`src/rtl/program_feeder.sv`:
```
// ---------------------------------------------------------------------------
// program_feeder
//   Upstream instruction sequencer for a multicycle processor. Reads 16-bit
//   words from a synchronous program memory and presents each instruction on
//   DIN with a one-cycle run pulse. Between instructions it waits for done.
//   Move-immediate instructions (opcode word[9:6] == IMM_OPC) are followed by
//   their immediate word, which replaces the instruction on DIN while the
//   processor executes. Execution stops after the instruction at the
//   address latched from endAddr when start is accepted.
//
// Optional feature: define FEEDER_WATCHDOG_EN to add a done-wait watchdog.
//   The watchdog halts the feeder and raises a sticky timeout flag when
//   TIMEOUT cycles pass in EXEC without done. Without the macro there is no
//   counter, timeout is always 0 and EXEC waits for done indefinitely.
//
// Ports
//   clock    in   1       rising-edge clock
//   reset    in   1       asynchronous active-high reset
//   start    in   1       begin execution at address 0 (IDLE/HALT only)
//   endAddr  in   ADDR_W  address of the last instruction word
//   memAddr  out  ADDR_W  program memory read address
//   memRd    out  1       read strobe; memData valid on the following cycle
//   memData  in   16      program memory read data
//   DIN      out  16      instruction / immediate word to the processor
//   run      out  1       processor latches DIN as a new instruction
//   done     in   1       processor instruction-complete flag
//   busy     out  1       execution in progress
//   halted   out  1       program finished (or watchdog fired)
//   timeout  out  1       sticky watchdog error
//
// State   | meaning
// IDLE    | after reset, waiting for start
// FETCH   | read strobe for the instruction at pc
// LOAD    | instruction word arrives, latched into DIN
// ISSUE   | run pulse; immediate word requested if needed
// IMM     | immediate word arrives, replaces DIN
// EXEC    | waiting for done
// HALT    | program complete, waiting for start
// ---------------------------------------------------------------------------
module program_feeder #(
  parameter int          ADDR_W  = 8,
  parameter logic [3:0]  IMM_OPC = 4'b0001,
  parameter int          TIMEOUT = 64
) (
  input  logic              clock,
  input  logic              reset,
  input  logic              start,
  input  logic [ADDR_W-1:0] endAddr,
  output logic [ADDR_W-1:0] memAddr,
  output logic              memRd,
  input  logic [15:0]       memData,
  output logic [15:0]       DIN,
  output logic              run,
  input  logic              done,
  output logic              busy,
  output logic              halted,
  output logic              timeout
);

  typedef enum logic [2:0] {
    S_IDLE,
    S_FETCH,
    S_LOAD,
    S_ISSUE,
    S_IMM,
    S_EXEC,
    S_HALT
  } state_t;

  state_t              state_q, state_d;
  logic [ADDR_W-1:0]   pc_q, pc_d;
  logic [ADDR_W-1:0]   cur_pc_q, cur_pc_d;
  logic [ADDR_W-1:0]   end_latch_q, end_latch_d;
  logic [ADDR_W-1:0]   mem_addr_q, mem_addr_d;
  logic                mem_rd_q, mem_rd_d;
  logic [15:0]         din_q, din_d;
  logic                run_q, run_d;
  logic                busy_q, busy_d;
  logic                halted_q, halted_d;
  logic                timeout_q, timeout_d;

`ifdef FEEDER_WATCHDOG_EN
  localparam int CNT_W = (TIMEOUT < 2) ? 1 : $clog2(TIMEOUT);
  logic [CNT_W-1:0]    wd_cnt_q, wd_cnt_d;
`endif

  always_comb begin
    state_d     = state_q;
    pc_d        = pc_q;
    cur_pc_d    = cur_pc_q;
    end_latch_d = end_latch_q;
    mem_addr_d  = mem_addr_q;
    mem_rd_d    = 1'b0;
    din_d       = din_q;
    run_d       = 1'b0;
    timeout_d   = timeout_q;
`ifdef FEEDER_WATCHDOG_EN
    wd_cnt_d    = wd_cnt_q;
`endif

    case (state_q)
      S_IDLE, S_HALT: begin
        if (start) begin
          pc_d        = '0;
          end_latch_d = endAddr;
          mem_addr_d  = '0;
          mem_rd_d    = 1'b1;
          timeout_d   = 1'b0;
          state_d     = S_FETCH;
        end
      end

      S_FETCH: state_d = S_LOAD;

      S_LOAD: begin
        // The instruction word is on memData now, so the immediate read for
        // ISSUE can be decided here and registered alongside run.
        din_d    = memData;
        cur_pc_d = pc_q;
        pc_d     = pc_q + ADDR_W'(1);
        run_d    = 1'b1;
        if (memData[9:6] == IMM_OPC) begin
          mem_addr_d = pc_q + ADDR_W'(1);
          mem_rd_d   = 1'b1;
        end
        state_d  = S_ISSUE;
      end

      S_ISSUE: begin
`ifdef FEEDER_WATCHDOG_EN
        wd_cnt_d = '0;
`endif
        if (din_q[9:6] == IMM_OPC) state_d = S_IMM;
        else                       state_d = S_EXEC;
      end

      S_IMM: begin
        din_d   = memData;
        pc_d    = pc_q + ADDR_W'(1);
`ifdef FEEDER_WATCHDOG_EN
        wd_cnt_d = '0;
`endif
        state_d = S_EXEC;
      end

      S_EXEC: begin
        if (done) begin
          // Only the instruction address is compared; an immediate word at
          // end_latch does not end the program.
          if (cur_pc_q == end_latch_q) begin
            state_d = S_HALT;
          end else begin
            mem_addr_d = pc_q;
            mem_rd_d   = 1'b1;
            state_d    = S_FETCH;
          end
        end
`ifdef FEEDER_WATCHDOG_EN
        else if (wd_cnt_q == CNT_W'(TIMEOUT - 1)) begin
          timeout_d = 1'b1;
          state_d   = S_HALT;
        end else begin
          wd_cnt_d = wd_cnt_q + CNT_W'(1);
        end
`endif
      end

      default: state_d = S_IDLE;
    endcase

`ifndef FEEDER_WATCHDOG_EN
    timeout_d = 1'b0;
`endif

    busy_d   = (state_d == S_FETCH) || (state_d == S_LOAD) ||
               (state_d == S_ISSUE) || (state_d == S_IMM)  ||
               (state_d == S_EXEC);
    halted_d = (state_d == S_HALT);
  end

  always_ff @(posedge clock or posedge reset) begin
    if (reset) begin
      state_q     <= S_IDLE;
      pc_q        <= '0;
      cur_pc_q    <= '0;
      end_latch_q <= '0;
      mem_addr_q  <= '0;
      mem_rd_q    <= 1'b0;
      din_q       <= '0;
      run_q       <= 1'b0;
      busy_q      <= 1'b0;
      halted_q    <= 1'b0;
      timeout_q   <= 1'b0;
`ifdef FEEDER_WATCHDOG_EN
      wd_cnt_q    <= '0;
`endif
    end else begin
      state_q     <= state_d;
      pc_q        <= pc_d;
      cur_pc_q    <= cur_pc_d;
      end_latch_q <= end_latch_d;
      mem_addr_q  <= mem_addr_d;
      mem_rd_q    <= mem_rd_d;
      din_q       <= din_d;
      run_q       <= run_d;
      busy_q      <= busy_d;
      halted_q    <= halted_d;
      timeout_q   <= timeout_d;
`ifdef FEEDER_WATCHDOG_EN
      wd_cnt_q    <= wd_cnt_d;
`endif
    end
  end

  assign memAddr = mem_addr_q;
  assign memRd   = mem_rd_q;
  assign DIN     = din_q;
  assign run     = run_q;
  assign busy    = busy_q;
  assign halted  = halted_q;
  assign timeout = timeout_q;

endmodule

```
`config.mk`:
```
export PLATFORM = sky130hd
export DESIGN_NAME = program_feeder
export DESIGN_NICKNAME = d
export VERILOG_FILES = /design/src/rtl/program_feeder.sv
export SDC_FILE = /design/constraint.sdc
export NUM_CORES = 1
export LEC_CHECK = 0
export CAP_MARGIN = 20
export CELL_PAD_IN_SITES_DETAIL_PLACEMENT = 0
export CELL_PAD_IN_SITES_GLOBAL_PLACEMENT = 2
export CORE_MARGIN = 2
export CORE_UTILIZATION = 28
export DETAILED_ROUTE_END_ITERATION = 10
export PLACE_DENSITY_LB_ADDON = 0.2
export SYNTH_ARGS = -nofsm -noshare
export SYNTH_HDL_FRONTEND = slang
export SYNTH_SLANG_ARGS = --single-unit
```
`constraint.sdc`:
```
create_clock -name clock -period 1.81 [get_ports clock]
set_input_delay 0.362 -clock clock [delete_from_list [all_inputs] [get_ports clock]]
set_output_delay 0.362 -clock clock [all_outputs]
set_load 0.05 [all_outputs]
```
-- Word-level counts from Yosys, hierarchy flattened
Index checks and enable logic that the tools add are counted.
- add/subtract/negate cells: 1
- equality and inequality tests: 19
- muxes and demuxes: 17
- reduce and logical (&&, ||, !) cells: 12
- operator list (kind ; number):
    8-bit two-way mux ; 4
    8-bit one-hot mux with 3 select lines ; 1
    3-bit equality test, second input constant ; 6
    3-bit one-hot mux with 6 select lines ; 1
    8-bit one-hot mux with 2 select lines ; 1
    3-bit by 2-bit equality test with 1-bit output, second input constant ; 4
    3-bit two-way mux ; 3
    8-bit by 1-bit adder with 8-bit output, second input constant ; 1
    4-bit by 1-bit equality test with 1-bit output, second input constant ; 2
    8-bit equality test ; 1
    2-bit inequality test, second input constant ; 4
    3-bit by 1-bit equality test with 1-bit output, second input constant ; 2
    1-bit two-way mux ; 6
    5-bit AND reduction ; 1
    1-bit logical OR ; 4
    2-bit AND reduction ; 2
    2-bit OR reduction ; 2
    3-bit zero test ; 1
    1-bit one-hot mux with 3 select lines ; 1
    3-bit nonzero test ; 1
    2-bit nonzero test ; 1
- register bits: 55
- input bits: 28
- word-level logic and storage cells: 59

-- Logic depth before layout (Yosys ltp)
Gate-level depths: netlist of the first run.
- depth after elaboration: 9
- depth in mapped cells: 7

-- Worst setup path before layout of the first run
Ideal clock, no wire load.
- kind: reg-to-reg
- start: register end_latch_q[5]
- end: register mem_addr_q[1], in the netlist memAddr[1]
- library setup time: 125 ps
- data arrival time: 1626 ps
- slack: 59 ps
- cell stages (with the launch flop): 6
- cells stage by stage: dfrtp_1 xor2_1 nor4_4 nand2_2 a31oi_4 mux2_4
- cells in the longest elaborated chain, start to end: 3
- ends and longest elaborated chain (element ; line ; RTL):
    from (decl) ; 73 ; logic [ADDR_W-1:0] end_latch_q, end_latch_d;
    from (signal assigned) ; 201 ; end_latch_q <= end_latch_d;
    8-bit equality test ; 150 ; if (cur_pc_q == end_latch_q) begin
    2-bit inequality test (no line) ; -- ;
    5-bit AND reduction (no line) ; -- ;
    to (signal assigned) ; 202 ; mem_addr_q <= mem_addr_d;
    to (decl) ; 74 ; logic [ADDR_W-1:0] mem_addr_q, mem_addr_d;
Every way passes these cells.
A chain may end at the register's enable or synchronous reset.

-- Worst setup path in the final report of the first run
- start: register end_latch_q[5]
- end: register mem_addr_q[6], in the netlist memAddr[6]
The elaborated chain is that of the path after synthesis.

==> impl_metrics.prom, run 1 <==
# TYPE chip_impl_metric gauge
chip_impl_metric{name="final-setup-viol-count",unit=""} 7
chip_impl_metric{name="worst-endpoint-required",unit="ns"} 2.01
chip_impl_metric{name="finalHoldWorstSlack",unit="ns"} 0.4115
chip_impl_metric{name="cts_inserted_buffers",unit=""} 5
chip_impl_metric{name="post-route-period-util",unit="%"} 103.7
chip_impl_info{name="critical_path_sink_type",value="flip-flop"} 1
chip_impl_metric{name="grtUsageTotal",unit="%"} 13.57
chip_impl_metric{name="timing_worst_slew_pin_value",unit="ns"} 0.6195
chip_impl_metric{name="fin_crit",unit="ns"} 1.877
chip_impl_info{name="rsz_0062_raised_after_global_routing",value="true"} 1
chip_impl_metric{name="clk_path_buf_depth",unit=""} 2
chip_impl_metric{name="totalWireLength",unit="mm"} 6.368
chip_impl_metric{name="drv_cap",unit=""} 0
chip_impl_metric{name="syn_nets",unit=""} 295
chip_impl_metric{name="clk_latency",unit="ns"} 0.31
chip_impl_metric{name="sw_frac_of_total",unit="%"} 45.85
chip_impl_metric{name="clock_sink_count",unit=""} 55
chip_impl_metric{name="nFillCells",unit=""} 913
chip_impl_metric{name="portion_of_total_power_attributed_to_sequential_cells",unit="%"} 32.8
chip_impl_metric{name="dpl_worst_slack",unit="ns"} -0.5223
chip_impl_metric{name="initial_util",unit="%"} 28.54
chip_impl_metric{name="grt_antenna_before_repair",unit=""} 0
chip_impl_info{name="worstSetupPathType",value="flip-flop to flip-flop"} 1
chip_impl_metric{name="timing.fmax",unit="GHz"} 0.5327
chip_impl_metric{name="maxSlewViolCount",unit=""} 0
chip_impl_metric{name="h-tree-depth",unit=""} 2
chip_impl_metric{name="post_synth_num_cell_types",unit=""} 44
chip_impl_metric{name="gpl_wtd_cong",unit=""} 0.7640
chip_impl_metric{name="via_count",unit=""} 2119
chip_impl_metric{name="largest_net_degree_at_the_start_of_global_routing",unit=""} 56
chip_impl_metric{name="wl_per_cell",unit="um"} 14.25
chip_impl_metric{name="placed_area",unit="um^2"} 3323
chip_impl_metric{name="floorplan.io_pins",unit=""} 57
chip_impl_metric{name="final.setup.tns",unit="ns"} -0.4115
chip_impl_metric{name="synthCells",unit=""} 266
chip_impl_metric{name="timing.final.ws_setup",unit="ns"} -0.06734
chip_impl_metric{name="path_clk_slew",unit="ns"} 0.10
chip_impl_metric{name="detail_route.iter0.violations",unit=""} 67
chip_impl_metric{name="core_area",unit="um^2"} 9153
chip_impl_metric{name="synth_area_per_cell",unit="um^2"} 9.821
chip_impl_metric{name="vdd_drop_max",unit="mV"} 0.9004
chip_impl_info{name="crit_path_start",value="end_latch_q[5]$_DFFE_PP0P_"} 1
chip_impl_metric{name="fp.dieW",unit="um"} 100.6
chip_impl_metric{name="route.detailed.vias_per_inst",unit=""} 4.740
chip_impl_metric{name="antenna_violating_nets_left",unit=""} 0
chip_impl_metric{name="hold_buffers",unit=""} 0
chip_impl_metric{name="dpl.cell_count",unit=""} 434
chip_impl_metric{name="detail_route.first_pass.iterations",unit=""} 4
chip_impl_metric{name="power_density",unit="nW/um^2"} 1766
chip_impl_info{name="crit_reg_reg_endpoint",value="memAddr[6]$_DFFE_PP0P_"} 1
chip_impl_metric{name="worst_ep_arrival_time",unit="ns"} 2.07
chip_impl_metric{name="globalRoute.totalOverflow",unit=""} 0
chip_impl_metric{name="post_synth_instance_area",unit="um^2"} 2613
chip_impl_metric{name="setup.reg_to_reg.worst_slack",unit="ns"} -0.07
chip_impl_metric{name="clock_skew",unit="ns"} 0.007250
chip_impl_info{name="worst_hold_path_type",value="input port to async pin"} 1
chip_impl_info{name="clock_tree.root_cell",value="clkbuf_8"} 1
chip_impl_metric{name="num_antenna_cells",unit=""} 0
chip_impl_info{name="clock_tree_from_tritoncts",value="yes"} 1
chip_impl_metric{name="std_cell_rows",unit=""} 35
chip_impl_info{name="critPathCapture",value="memAddr[6]$_DFFE_PP0P_"} 1
chip_impl_metric{name="layout-area-overhead-vs-synth",unit="%"} 34.87
chip_impl_metric{name="first_global_vias",unit=""} 2105
chip_impl_metric{name="grt_pass1_wl",unit="mm"} 10.83
chip_impl_metric{name="flip_flop_and_latch_count_after_synthesis",unit=""} 55
chip_impl_metric{name="power_frac_clock",unit="%"} 12.1
chip_impl_metric{name="finish.instance_area",unit="um^2"} 3523
chip_impl_metric{name="layout_cells_sized_above_1",unit="%"} 25.60
chip_impl_info{name="cp-start-kind",value="flip-flop"} 1
chip_impl_metric{name="sequential_cell_area_fraction_in_the_yosys_report",unit="%"} 52.68
chip_impl_metric{name="total_switching_power",unit="W"} 0.002853
chip_impl_metric{name="post-dp-hpwl",unit="mm"} 4.310
chip_impl_metric{name="die_height",unit="um"} 100.6
chip_impl_metric{name="internal_power",unit="W"} 0.003370
chip_impl_metric{name="final-instance-count-excl-fill",unit=""} 447
chip_impl_metric{name="io_buffers",unit=""} 55
chip_impl_metric{name="fp.dieArea",unit="um^2"} 10120
chip_impl_info{name="failed_checks",value="setup timing"} 1
chip_impl_info{name="reg2reg_from",value="end_latch_q[5]$_DFFE_PP0P_"} 1
chip_impl_metric{name="timing.slew.headroom",unit="%"} 58.62
chip_impl_metric{name="ff2ff_path_depth",unit=""} 6
chip_impl_metric{name="leakagePower",unit="nW"} 1.702
chip_impl_info{name="outcome",value="finished with violations"} 1
chip_impl_metric{name="timing_hold_violations_final",unit=""} 0
chip_impl_metric{name="nets",unit=""} 364
chip_impl_metric{name="worstPathMaxFanout",unit=""} 5
chip_impl_metric{name="share_of_total_power_in_combinational_logic",unit="%"} 55.2
chip_impl_metric{name="ys_warn_count",unit=""} 0
chip_impl_metric{name="drc",unit=""} 0
==> metrics by stage <==
stage	util, %	total power (W)
3_3_place_gp	36.31	0.005324
5_1_grt	38.50	0.006722
3_5_place_dp	36.31	0.005352
4_1_cts	38.32	0.006285
6_report	38.50	0.006223
2_1_floorplan	-	0.004329
==> cells in the mapped netlist <==
cell | number | area (um^2)
nand2_1 | 79 | 296.5
dfrtp_1 | 55 | 1376
o21ai_0 | 17 | 85.08
clkbuf_1 | 10 | 37.54
a21oi_1 | 9 | 45.04
xor2_1 | 9 | 78.83
inv_1 | 8 | 30.03
mux2_2 | 8 | 90.09
mux2_4 | 7 | 105.1
o31ai_1 | 7 | 52.55
nor2_1 | 6 | 22.52
a21o_1 | 4 | 30.03
buf_2 | 4 | 20.02
nand3_1 | 4 | 20.02
a31oi_1 | 3 | 18.77
a211oi_1 | 2 | 15.01
a22o_1 | 2 | 17.52
buf_4 | 2 | 15.01
nand2b_1 | 2 | 12.51
nor3_1 | 2 | 10.01
nor4_4 | 2 | 42.54
or3_1 | 2 | 12.51
a221o_1 | 1 | 10.01
a221oi_1 | 1 | 8.760
a31oi_4 | 1 | 21.27
and3_1 | 1 | 6.260
and3_2 | 1 | 7.510
and3b_1 | 1 | 8.760
and4_1 | 1 | 8.760
buf_1 | 1 | 3.750
conb_1 | 1 | 3.750
ha_1 | 1 | 12.51
nand2_2 | 1 | 6.260
nand4_1 | 1 | 6.260
nor2_2 | 1 | 6.260
nor2b_1 | 1 | 6.260
nor3b_1 | 1 | 7.510
nor4_1 | 1 | 6.260
nor4b_1 | 1 | 8.760
o21a_1 | 1 | 7.510
o21bai_1 | 1 | 7.510
or3b_1 | 1 | 8.760
or4_1 | 1 | 7.510
xnor2_1 | 1 | 8.760
==> logic make-up after synthesis <==
| group | share of synthesized area (%) |
|---|---|
| AOI/OAI and AO/OA | 12.21 |
| other | 0.1435 |
| xor gates and xnor gates | 3.353 |
| adders and majority gates | 0.4789 |
| DFF | 52.68 |
| and+or+nand+nor | 19.59 |
| muxes | 7.471 |
| buffers and inverters | 4.071 |
==> worst min-delay path by stage <==
stage | endpoint
floorplan | cur_pc_q[1]$_DFFE_PP0P_
global route | DIN[14]$_DFFE_PP0N_
CTS | DIN[8]$_DFFE_PP0N_
global placement | DIN[2]$_DFFE_PP0N_
detailed placement | DIN[4]$_DFFE_PP0N_
finish | DIN[13]$_DFFE_PP0N_
==> state kept, by name (all words and copies together), names as in the netlist <==
register     cells
memAddr          8
busy             1
cur_pc_q         8
run              1
end_latch_q      8
pc_q             8
memRd            1
state_q          3
halted           1
DIN             16
==> final cells by class <==
type / count / area (um^2) / area share (%)
timing repair buffer: 78 / 693.2 / 19.67
tap: 111 / 138.9 / 3.942
multi-input combinational: 187 / 1185 / 33.63
inverter: 8 / 30.03 / 0.8523
sequential: 55 / 1376 / 39.06
clock buffer: 8 / 100.1 / 2.841
==> critical path, stage by stage, from the launching register on <==
cell and delay, ns:
dfrtp_1 0.40, xor2_1 0.19, nor4_4 0.36, nand2_2 0.17, a31oi_4 0.21, buf_12 0.14, mux2_4 0.29
==> cells in the final DEF, fill, tap and decap left out, types with 2 or more instances in the layout <==
| cell type | instances |
|---|---|
| dfrtp_1 | 55 |
| clkbuf_8 | 7 |
| nor4_4 | 2 |
| or3_1 | 2 |
| a31oi_4 | 2 |
| nand3_1 | 3 |
| buf_4 | 47 |
| clkdlybuf4s50_1 | 26 |
| nand2_1 | 79 |
| a22o_1 | 2 |
| mux2_2 | 8 |
| o31ai_1 | 7 |
| a21oi_1 | 8 |
| mux2_4 | 7 |
| nor3_1 | 2 |
| inv_1 | 7 |
| xor2_1 | 9 |
| o21ai_0 | 17 |
| buf_12 | 3 |
| a21o_1 | 4 |
| nand2b_1 | 2 |
| nor2_1 | 6 |
| a211oi_1 | 2 |
| a31oi_1 | 3 |
==> power groups by stage <==
stage	combinational, W	sequential (W)	clock [W]
after floorplan	0.00155	0.00278	0
after global placement	0.00327	0.00205	0
after detailed placement	0.00329	0.00206	0
after CTS	0.00345	0.00205	0.000787
after global routing	0.00376	0.00211	0.000846
final	0.00343	0.00204	0.000750
==> repair_timing <==
| action | in CTS | in global routing |
|---|---|---|
| gates cloned | 1 | 0 |
| pin swaps | 5 | 4 |
| endpoints found under the setup margin | 8 | 10 |
| setup buffers | 4 | 0 |
| resized for setup | 6 | 3 |
==> layer usage <==
layer  GRT usage (%)  part of all wire [%]
met5               0                     0
met4           4.531                   1.4
met3           2.913                   4.4
met2           20.51                    45
met1           19.26                    49
No activity file was read; power rests on OpenSTA's default activity.
==> run 2, diff against run 1 <==
- CORE_UTILIZATION: 28 -> 25
==> run 2 against run 1 <==
Compared with the run above:
- the run still ends with setup timing left
- design area grew 2.8%
- clock skew grew 0.0088 ns
- clock-buffer cell count shrank 3
- routed wire length grew 4.2%
- first-iteration DRC count grew 36%
- largest power group unchanged
- maximum frequency shrank 2.0%
- non-clock buffer count grew 6
- die area grew 12%
- worst setup slack lost 0.039 ns
- power grew 2.5%
- sequential share of layout area shrank 1.0 points
- hold slack lost 0.056 ns
==> impl_metrics.prom, run 2 (synthesis gave the netlist of run 1 again) <==
# TYPE chip_impl_metric gauge
chip_impl_info{name="outcome",value="finished with violations"} 1
chip_impl_info{name="failed_checks",value="setup timing"} 1
chip_impl_metric{name="dpl_worst_slack",unit="ns"} -0.4726
chip_impl_info{name="critical_path_sink_type",value="flip-flop"} 1
chip_impl_metric{name="via_count",unit=""} 2135
chip_impl_info{name="clock_tree_from_tritoncts",value="yes"} 1
chip_impl_metric{name="detail_route.first_pass.iterations",unit=""} 4
chip_impl_metric{name="floorplan.io_pins",unit=""} 57
chip_impl_metric{name="seqCellArea",unit="um^2"} 1379
chip_impl_metric{name="drc",unit=""} 0
chip_impl_metric{name="maxSlewViolCount",unit=""} 0
chip_impl_metric{name="first_global_vias",unit=""} 2135
chip_impl_metric{name="nets",unit=""} 370
chip_impl_metric{name="route.detailed.vias_per_inst",unit=""} 4.467
chip_impl_metric{name="drv_cap",unit=""} 0
chip_impl_metric{name="clock_skew",unit="ns"} 0.01604
chip_impl_metric{name="num_antenna_cells",unit=""} 0
chip_impl_metric{name="post-route-period-util",unit="%"} 105.9
chip_impl_metric{name="fin_crit",unit="ns"} 1.916
chip_impl_metric{name="nFillCells",unit=""} 1076
chip_impl_metric{name="power_density",unit="nW/um^2"} 1761
chip_impl_metric{name="cts_inserted_buffers",unit=""} 5
chip_impl_metric{name="worstPathMaxFanout",unit=""} 4
chip_impl_metric{name="timing.slew.headroom",unit="%"} 56.29
chip_impl_metric{name="gpl_wtd_cong",unit=""} 0.6895
chip_impl_metric{name="timing.fmax",unit="GHz"} 0.5218
chip_impl_info{name="clock_tree.root_cell",value="clkbuf_8"} 1
chip_impl_metric{name="fp.dieArea",unit="um^2"} 11280
chip_impl_metric{name="post-dp-hpwl",unit="mm"} 4.544
chip_impl_metric{name="antenna_violating_nets_left",unit=""} 0
chip_impl_info{name="worst_hold_path_type",value="input port to flip-flop"} 1
chip_impl_metric{name="clk_latency",unit="ns"} 0.32
chip_impl_metric{name="core_area",unit="um^2"} 10230
chip_impl_metric{name="crit_buf_inv",unit=""} 0
chip_impl_metric{name="multi_input_area",unit="um^2"} 1196
chip_impl_info{name="critical-path-top-delay-family",value="simple AND/OR/NAND/NOR gates"} 1
chip_impl_metric{name="fp.dieW",unit="um"} 106.2
chip_impl_info{name="cpMaxStageDelayCell",value="dfrtp_1"} 1
chip_impl_metric{name="vdd_drop_max",unit="mV"} 0.7141
chip_impl_metric{name="layout_cells_sized_above_1",unit="%"} 27.78
chip_impl_metric{name="grt_antenna_before_repair",unit=""} 0
chip_impl_metric{name="timing_worst_slew_pin_value",unit="ns"} 0.6543
chip_impl_info{name="worstSetupPathType",value="flip-flop to flip-flop"} 1
chip_impl_metric{name="largest_net_degree_at_the_start_of_global_routing",unit=""} 56
chip_impl_metric{name="detail_route.iter0.violations",unit=""} 91
chip_impl_metric{name="final-instance-count-excl-fill",unit=""} 478
chip_impl_metric{name="wl_per_cell",unit="um"} 13.89
chip_impl_metric{name="timing.final.ws_setup",unit="ns"} -0.1063
chip_impl_info{name="critical_path.cell_chain",value="xor2_1 -> nor4_4 -> nand2_2 -> a31oi_4 -> mux2_4"} 1
chip_impl_metric{name="layout-area-overhead-vs-synth",unit="%"} 38.65
chip_impl_metric{name="initial_util",unit="%"} 25.54
chip_impl_metric{name="grtUsageTotal",unit="%"} 12.38
chip_impl_metric{name="worst-endpoint-required",unit="ns"} 2.03
chip_impl_metric{name="die_height",unit="um"} 106.2
chip_impl_info{name="cp-start-kind",value="flip-flop"} 1
chip_impl_metric{name="final.setup.tns",unit="ns"} -0.7291
chip_impl_info{name="rsz_0062_raised_after_global_routing",value="true"} 1
chip_impl_metric{name="finalCoreUtilization",unit="%"} 35.40
chip_impl_metric{name="final-setup-viol-count",unit=""} 8
chip_impl_metric{name="cpPeakStageDelay",unit="ns"} 0.41
chip_impl_metric{name="globalRoute.totalOverflow",unit=""} 0
chip_impl_metric{name="io_buffers",unit=""} 55
chip_impl_metric{name="largest_reg_flops",unit=""} 16
chip_impl_metric{name="std_cell_rows",unit=""} 37
chip_impl_metric{name="h-tree-depth",unit=""} 2
chip_impl_info{name="leading_cell_types_in_the_layout_fill_and_taps_excluded",value="79 x nand2_1, 53 x dfrtp_1, 52 x buf_4"} 1
chip_impl_metric{name="path_clk_slew",unit="ns"} 0.12
chip_impl_metric{name="totalWireLength",unit="mm"} 6.638
chip_impl_metric{name="grt_pass1_wl",unit="mm"} 11.07
chip_impl_metric{name="clock_sink_count",unit=""} 55
chip_impl_metric{name="leakagePower",unit="nW"} 1.749
chip_impl_metric{name="clk_path_buf_depth",unit=""} 2
chip_impl_metric{name="worst_ep_arrival_time",unit="ns"} 2.13
chip_impl_metric{name="timing_hold_violations_final",unit=""} 0
chip_impl_info{name="layout.cells.most_common",value="nand2_1"} 1
chip_impl_metric{name="dpl.cell_count",unit=""} 465
[run 2: changes by cell type in the layout (fill, tap and decap cells not counted), sizes merged]
cell / delta
clkinv: +1
inv: +2
buf: +6
clkdlybuf4s50: -1
clkbuf: -3
dlymetal6s2s: +1
[run 2: cell type report]
type                    instances  area share, %
repair buffers                 84          20.55
well taps                     136          4.698
inverters                       8         0.8290
multi-input cells             187          33.02
clock buffers                   5          1.900
flip-flops and latches         55          38.07
clock inverters                 3         0.9326
[run 2: worst reg2reg max path, cell delays in order (launching register included)]
cell and delay (ns):
dfrtp_1 0.41, xor2_1 0.19, nor4_4 0.37, nand2_2 0.18, a31oi_4 0.34, mux2_4 0.33
[run 2: metal layers]
layer / vias up / GRT usage (%) / part of all wire (%) / wire length [um]
li1: 1047 / - / - / -
met1: 1037 / 17.52 / 47 / 3149
met2: 49 / 19.51 / 48 / 3155
met3: 2 / 2.636 / 4.5 / 302
met4: 0 / 2.538 / 0.45 / 30
met5: - / 0 / 0 / 0
[run 2: worst paths after layout]
kind	slack (ns)	to	startpoint	cells past startpoint
min reg2reg	0.49	DIN[10]$_DFFE_PP0N_	DIN[10]$_DFFE_PP0N_	2
max reg2reg	-0.11	memAddr[6]$_DFFE_PP0P_	end_latch_q[2]$_DFFE_PP0P_	5
max	-0.11	memAddr[6]$_DFFE_PP0P_	end_latch_q[2]$_DFFE_PP0P_	5
min	0.36	DIN[9]$_DFFE_PP0N_	memData[9]	3
max in group asynchronous	1.14	state_q[0]$_DFF_PP0_	reset	3
min in group asynchronous	0.40	state_q[2]$_DFF_PP0_	reset	3
[run 2: per-stage QoR]
step | power, W | hold slack [ns] | cell area, um^2
floorplan | 0.004329 | 0.4654 | 2613
global placement | 0.005433 | 0.4612 | 3400
detailed placement | 0.005472 | 0.4661 | 3400
CTS | 0.006438 | 0.4079 | 3586
global route | 0.006857 | 0.3483 | 3622
finish | 0.006380 | 0.3558 | 3622
[run 2: repair_timing]
item,4_1_cts,5_1_grt
gates cloned,1,0
pin swaps,4,5
resized for setup,6,8
buffers inserted,4,0
endpoints found under the setup margin,8,18
hold buffers,0,0
[run 2: power by group]
group / total (W) / switching (W) / internal, W
Combinational: 0.00357 / 0.00216 / 0.00141
Clock: 0.000766 / 0.000470 / 0.000296
Sequential: 0.00204 / 0.000339 / 0.00170
==> run 3, diff against run 2 <==
==> constraint.sdc (replaced) <==
create_clock -name clock -period 2 [get_ports clock]
set_input_delay 0.4 -clock clock [delete_from_list [all_inputs] [get_ports clock]]
set_output_delay 0.4 -clock clock [all_outputs]
set_load 0.01 [all_outputs]
==> run 3 against run 2 <==
Compared with the run above:
- the run now ends clean
- first-iteration DRC count is 1.1% lower
- register-to-register slack improved by 0.17 ns
- global-route usage shrank 0.67 points
- non-clock buffer count shrank 7
- worst setup slack better by 0.17 ns
- via count decreased by 3.8%
- final cell count decreased by 1.5%
- flip-flop and latch count stayed put
- critical path depth is 3 higher
- clock skew decreased by 0.013 ns
- clock power shrank 10%
- largest power group unchanged
- highest routed layer unchanged
==> impl_metrics.prom, run 3 (synthesis gave the netlist of run 1 again) <==
# TYPE chip_impl_metric gauge
chip_impl_info{name="leading_cell_types_in_the_layout_fill_and_taps_excluded",value="79 x nand2_1, 55 x dfrtp_1, 55 x clkdlybuf4s50_1"} 1
chip_impl_metric{name="power_density",unit="nW/um^2"} 1400
chip_impl_metric{name="largest_reg_flops",unit=""} 16
chip_impl_metric{name="num_antenna_cells",unit=""} 0
chip_impl_info{name="worstSetupPathType",value="input port to flip-flop"} 1
chip_impl_metric{name="worstPathMaxFanout",unit=""} 5
chip_impl_metric{name="setup.reg_to_reg.worst_slack",unit="ns"} 0.07
chip_impl_info{name="critical_path_sink_type",value="flip-flop"} 1
chip_impl_info{name="worst_hold_path_type",value="input port to async pin"} 1
chip_impl_metric{name="met2_wl",unit="mm"} 3.000
chip_impl_metric{name="vdd_drop_max",unit="mV"} 0.5453
chip_impl_metric{name="fp.dieArea",unit="um^2"} 11280
chip_impl_metric{name="via_count",unit=""} 2054
chip_impl_metric{name="detail_route.iter0.violations",unit=""} 90
chip_impl_info{name="outcome",value="finished, final reports clean"} 1
chip_impl_info{name="top_layer",value="met4"} 1
chip_impl_info{name="critical-path-top-delay-family",value="buffers and inverters"} 1
chip_impl_metric{name="std_cell_rows",unit=""} 37
chip_impl_metric{name="core_area",unit="um^2"} 10230
chip_impl_metric{name="fin_crit",unit="ns"} 1.933
chip_impl_metric{name="route.detailed.vias_per_inst",unit=""} 4.361
chip_impl_metric{name="wl_per_cell",unit="um"} 13.71
chip_impl_info{name="cpMaxStageDelayCell",value="clkdlybuf4s50_1"} 1
chip_impl_metric{name="detail_route.first_pass.iterations",unit=""} 4
chip_impl_metric{name="largest_net_degree_at_the_start_of_global_routing",unit=""} 56
chip_impl_metric{name="grt_pass1_wl",unit="mm"} 10.36
chip_impl_metric{name="nets",unit=""} 363
chip_impl_metric{name="drc",unit=""} 0
chip_impl_metric{name="clk_path_buf_depth",unit=""} 2
chip_impl_metric{name="h-tree-depth",unit=""} 2
chip_impl_metric{name="final-instance-count-excl-fill",unit=""} 471
chip_impl_metric{name="floorplan.io_pins",unit=""} 57
chip_impl_metric{name="detail_route.wirelength.met1",unit="mm"} 3.019
chip_impl_info{name="clock_tree_from_tritoncts",value="yes"} 1
chip_impl_metric{name="worst-endpoint-required",unit="ns"} 2.20
chip_impl_metric{name="path_clk_slew",unit="ns"} 0.10
chip_impl_info{name="crit_path_start",value="memData[7]"} 1
chip_impl_metric{name="antenna_violating_nets_left",unit=""} 0
chip_impl_metric{name="maxSlewViolCount",unit=""} 0
chip_impl_metric{name="leakagePower",unit="nW"} 1.649
chip_impl_info{name="rsz_0062_raised_after_global_routing",value="true"} 1
chip_impl_metric{name="dpl.cell_count",unit=""} 461
chip_impl_metric{name="cts_inserted_buffers",unit=""} 5
chip_impl_metric{name="layout-area-overhead-vs-synth",unit="%"} 37.88
chip_impl_metric{name="layout_cells_sized_above_1",unit="%"} 16.42
chip_impl_metric{name="globalRoute.totalOverflow",unit=""} 0
chip_impl_info{name="reg2reg_from",value="end_latch_q[6]$_DFFE_PP0P_"} 1
chip_impl_metric{name="fp.dieW",unit="um"} 106.2
chip_impl_info{name="critical_path.cell_chain",value="clkdlybuf4s50_1 -> nor4b_2 -> buf_4 -> nand2_1 -> a21oi_4 -> a31oi_4 -> buf_12 -> mux2_4"} 1
chip_impl_metric{name="post-dp-hpwl",unit="mm"} 4.330
chip_impl_metric{name="die_height",unit="um"} 106.2
chip_impl_metric{name="timing.fmax",unit="GHz"} 0.5174
chip_impl_metric{name="clock_skew",unit="ns"} 0.002953
chip_impl_metric{name="drv_cap",unit=""} 0
chip_impl_info{name="clock_tree.root_cell",value="clkbuf_8"} 1
chip_impl_metric{name="clock_sink_count",unit=""} 55
chip_impl_metric{name="clk_latency",unit="ns"} 0.31
chip_impl_metric{name="post-route-period-util",unit="%"} 96.63
chip_impl_metric{name="io_buffers",unit=""} 55
chip_impl_metric{name="crit_buf_inv",unit=""} 3
chip_impl_metric{name="finalHoldWorstSlack",unit="ns"} 0.4234
chip_impl_metric{name="timing_hold_violations_final",unit=""} 0
chip_impl_info{name="cp-start-kind",value="input port"} 1
chip_impl_metric{name="hold_buffers",unit=""} 0
chip_impl_metric{name="power.total",unit="W"} 0.005044
chip_impl_metric{name="worst_ep_arrival_time",unit="ns"} 2.13
chip_impl_metric{name="initial_util",unit="%"} 25.54
chip_impl_info{name="layout.cells.most_common",value="nand2_1"} 1
chip_impl_metric{name="final-setup-viol-count",unit=""} 0
chip_impl_metric{name="totalWireLength",unit="mm"} 6.457
chip_impl_metric{name="cpPeakStageDelay",unit="ns"} 0.43
chip_impl_metric{name="grtUsageTotal",unit="%"} 11.71
chip_impl_metric{name="grt_antenna_before_repair",unit=""} 0
chip_impl_metric{name="met3WireLength",unit="um"} 362
chip_impl_metric{name="gpl_wtd_cong",unit=""} 0.6867
chip_impl_metric{name="first_global_vias",unit=""} 1990
==> run 3: cell count changes in the layout (fill, tap and decap cells not counted), moves of 2 or more <==
| cell | before | now |
|---|---|---|
| buf_4 | 52 | 19 |
| clkdlybuf4s50_1 | 25 | 55 |
| buf_6 | 2 | 0 |
| clkbuf_8 | 5 | 7 |
| dfrtp_1 | 53 | 55 |
| dfrtp_2 | 2 | 0 |
| inv_6 | 2 | 0 |
==> run 3: timing repair <==
| item | 4_1_cts | 5_1_grt |
|---|---|---|
| hold endpoints to repair | 0 | 0 |
| gates resized for setup | 1 | 3 |
| pin swaps | 0 | 2 |
| gates cloned | 0 | 1 |
| buffers inserted | 0 | 1 |
| endpoints found under the setup margin | 7 | 7 |
==> run 3: metal layers <==
| layer | track usage [%] | vias up |
|---|---|---|
| met5 | 0 | - |
| met4 | 3.383 | 0 |
| met3 | 3.188 | 6 |
| met2 | 18.22 | 46 |
| met1 | 15.92 | 972 |
| li1 | - | 1030 |
==> run 3: where the power goes <==
part | total [W] | internal (W) | leakage (nW) | switching, W
Combinational | 0.00252 | 0.00125 | 0.893 | 0.00126
Clock | 0.000687 | 0.000316 | 0.0505 | 0.000371
Sequential | 0.00184 | 0.00154 | 0.705 | 0.000303
Total | 0.00504 | 0.00311 | 1.65 | 0.00194
==> run 3: path summary, 6_finish.rpt <==
check | to | depth (start not counted)
setup / recovery | memAddr[3]$_DFFE_PP0P_ | 8
hold / removal | DIN[10]$_DFFE_PP0N_ | 3
setup reg to reg | memAddr[3]$_DFFE_PP0P_ | 6
hold reg to reg | DIN[10]$_DFFE_PP0N_ | 2
max in group asynchronous | pc_q[4]$_DFFE_PP0P_ | 3
min in group clock | DIN[10]$_DFFE_PP0N_ | 2
==> run 3: stage by stage <==
stage | util [%] | cell area, um^2 | setup TNS, ns | worst slack (ns)
2_1_floorplan | - | 2613 | 0 | 0.2491
3_3_place_gp | 33.62 | 3440 | -2.974 | -0.3697
3_5_place_dp | 33.62 | 3440 | -2.774 | -0.3488
4_1_cts | 34.69 | 3550 | 0 | 0.004694
5_1_grt | 35.21 | 3602 | -0.007109 | -0.005735
6_report | 35.21 | 3602 | 0 | 0.06732
==> run 3: worst reg2reg max path, delay by kind of cell, from the launching register on <==
family | cells | cell delay [ns]
XOR/XNOR | 1 | 0.19
AO/OA/AOI/OAI | 1 | 0.24
buffers and inverters | 1 | 0.14
AND/OR/NAND/NOR | 2 | 0.56
flip-flops | 1 | 0.40
multiplexers | 1 | 0.29
==> run 3: final cells by class <==
type | instances | area (um^2)
fillers | 1055 | 6629
clock buffers | 7 | 96.34
repair buffers | 77 | 753.2
clock inverters | 1 | 7.507
well taps | 136 | 170.2
inverters | 8 | 30.03
multi-input cells | 187 | 1169
flip-flops and latches | 55 | 1376
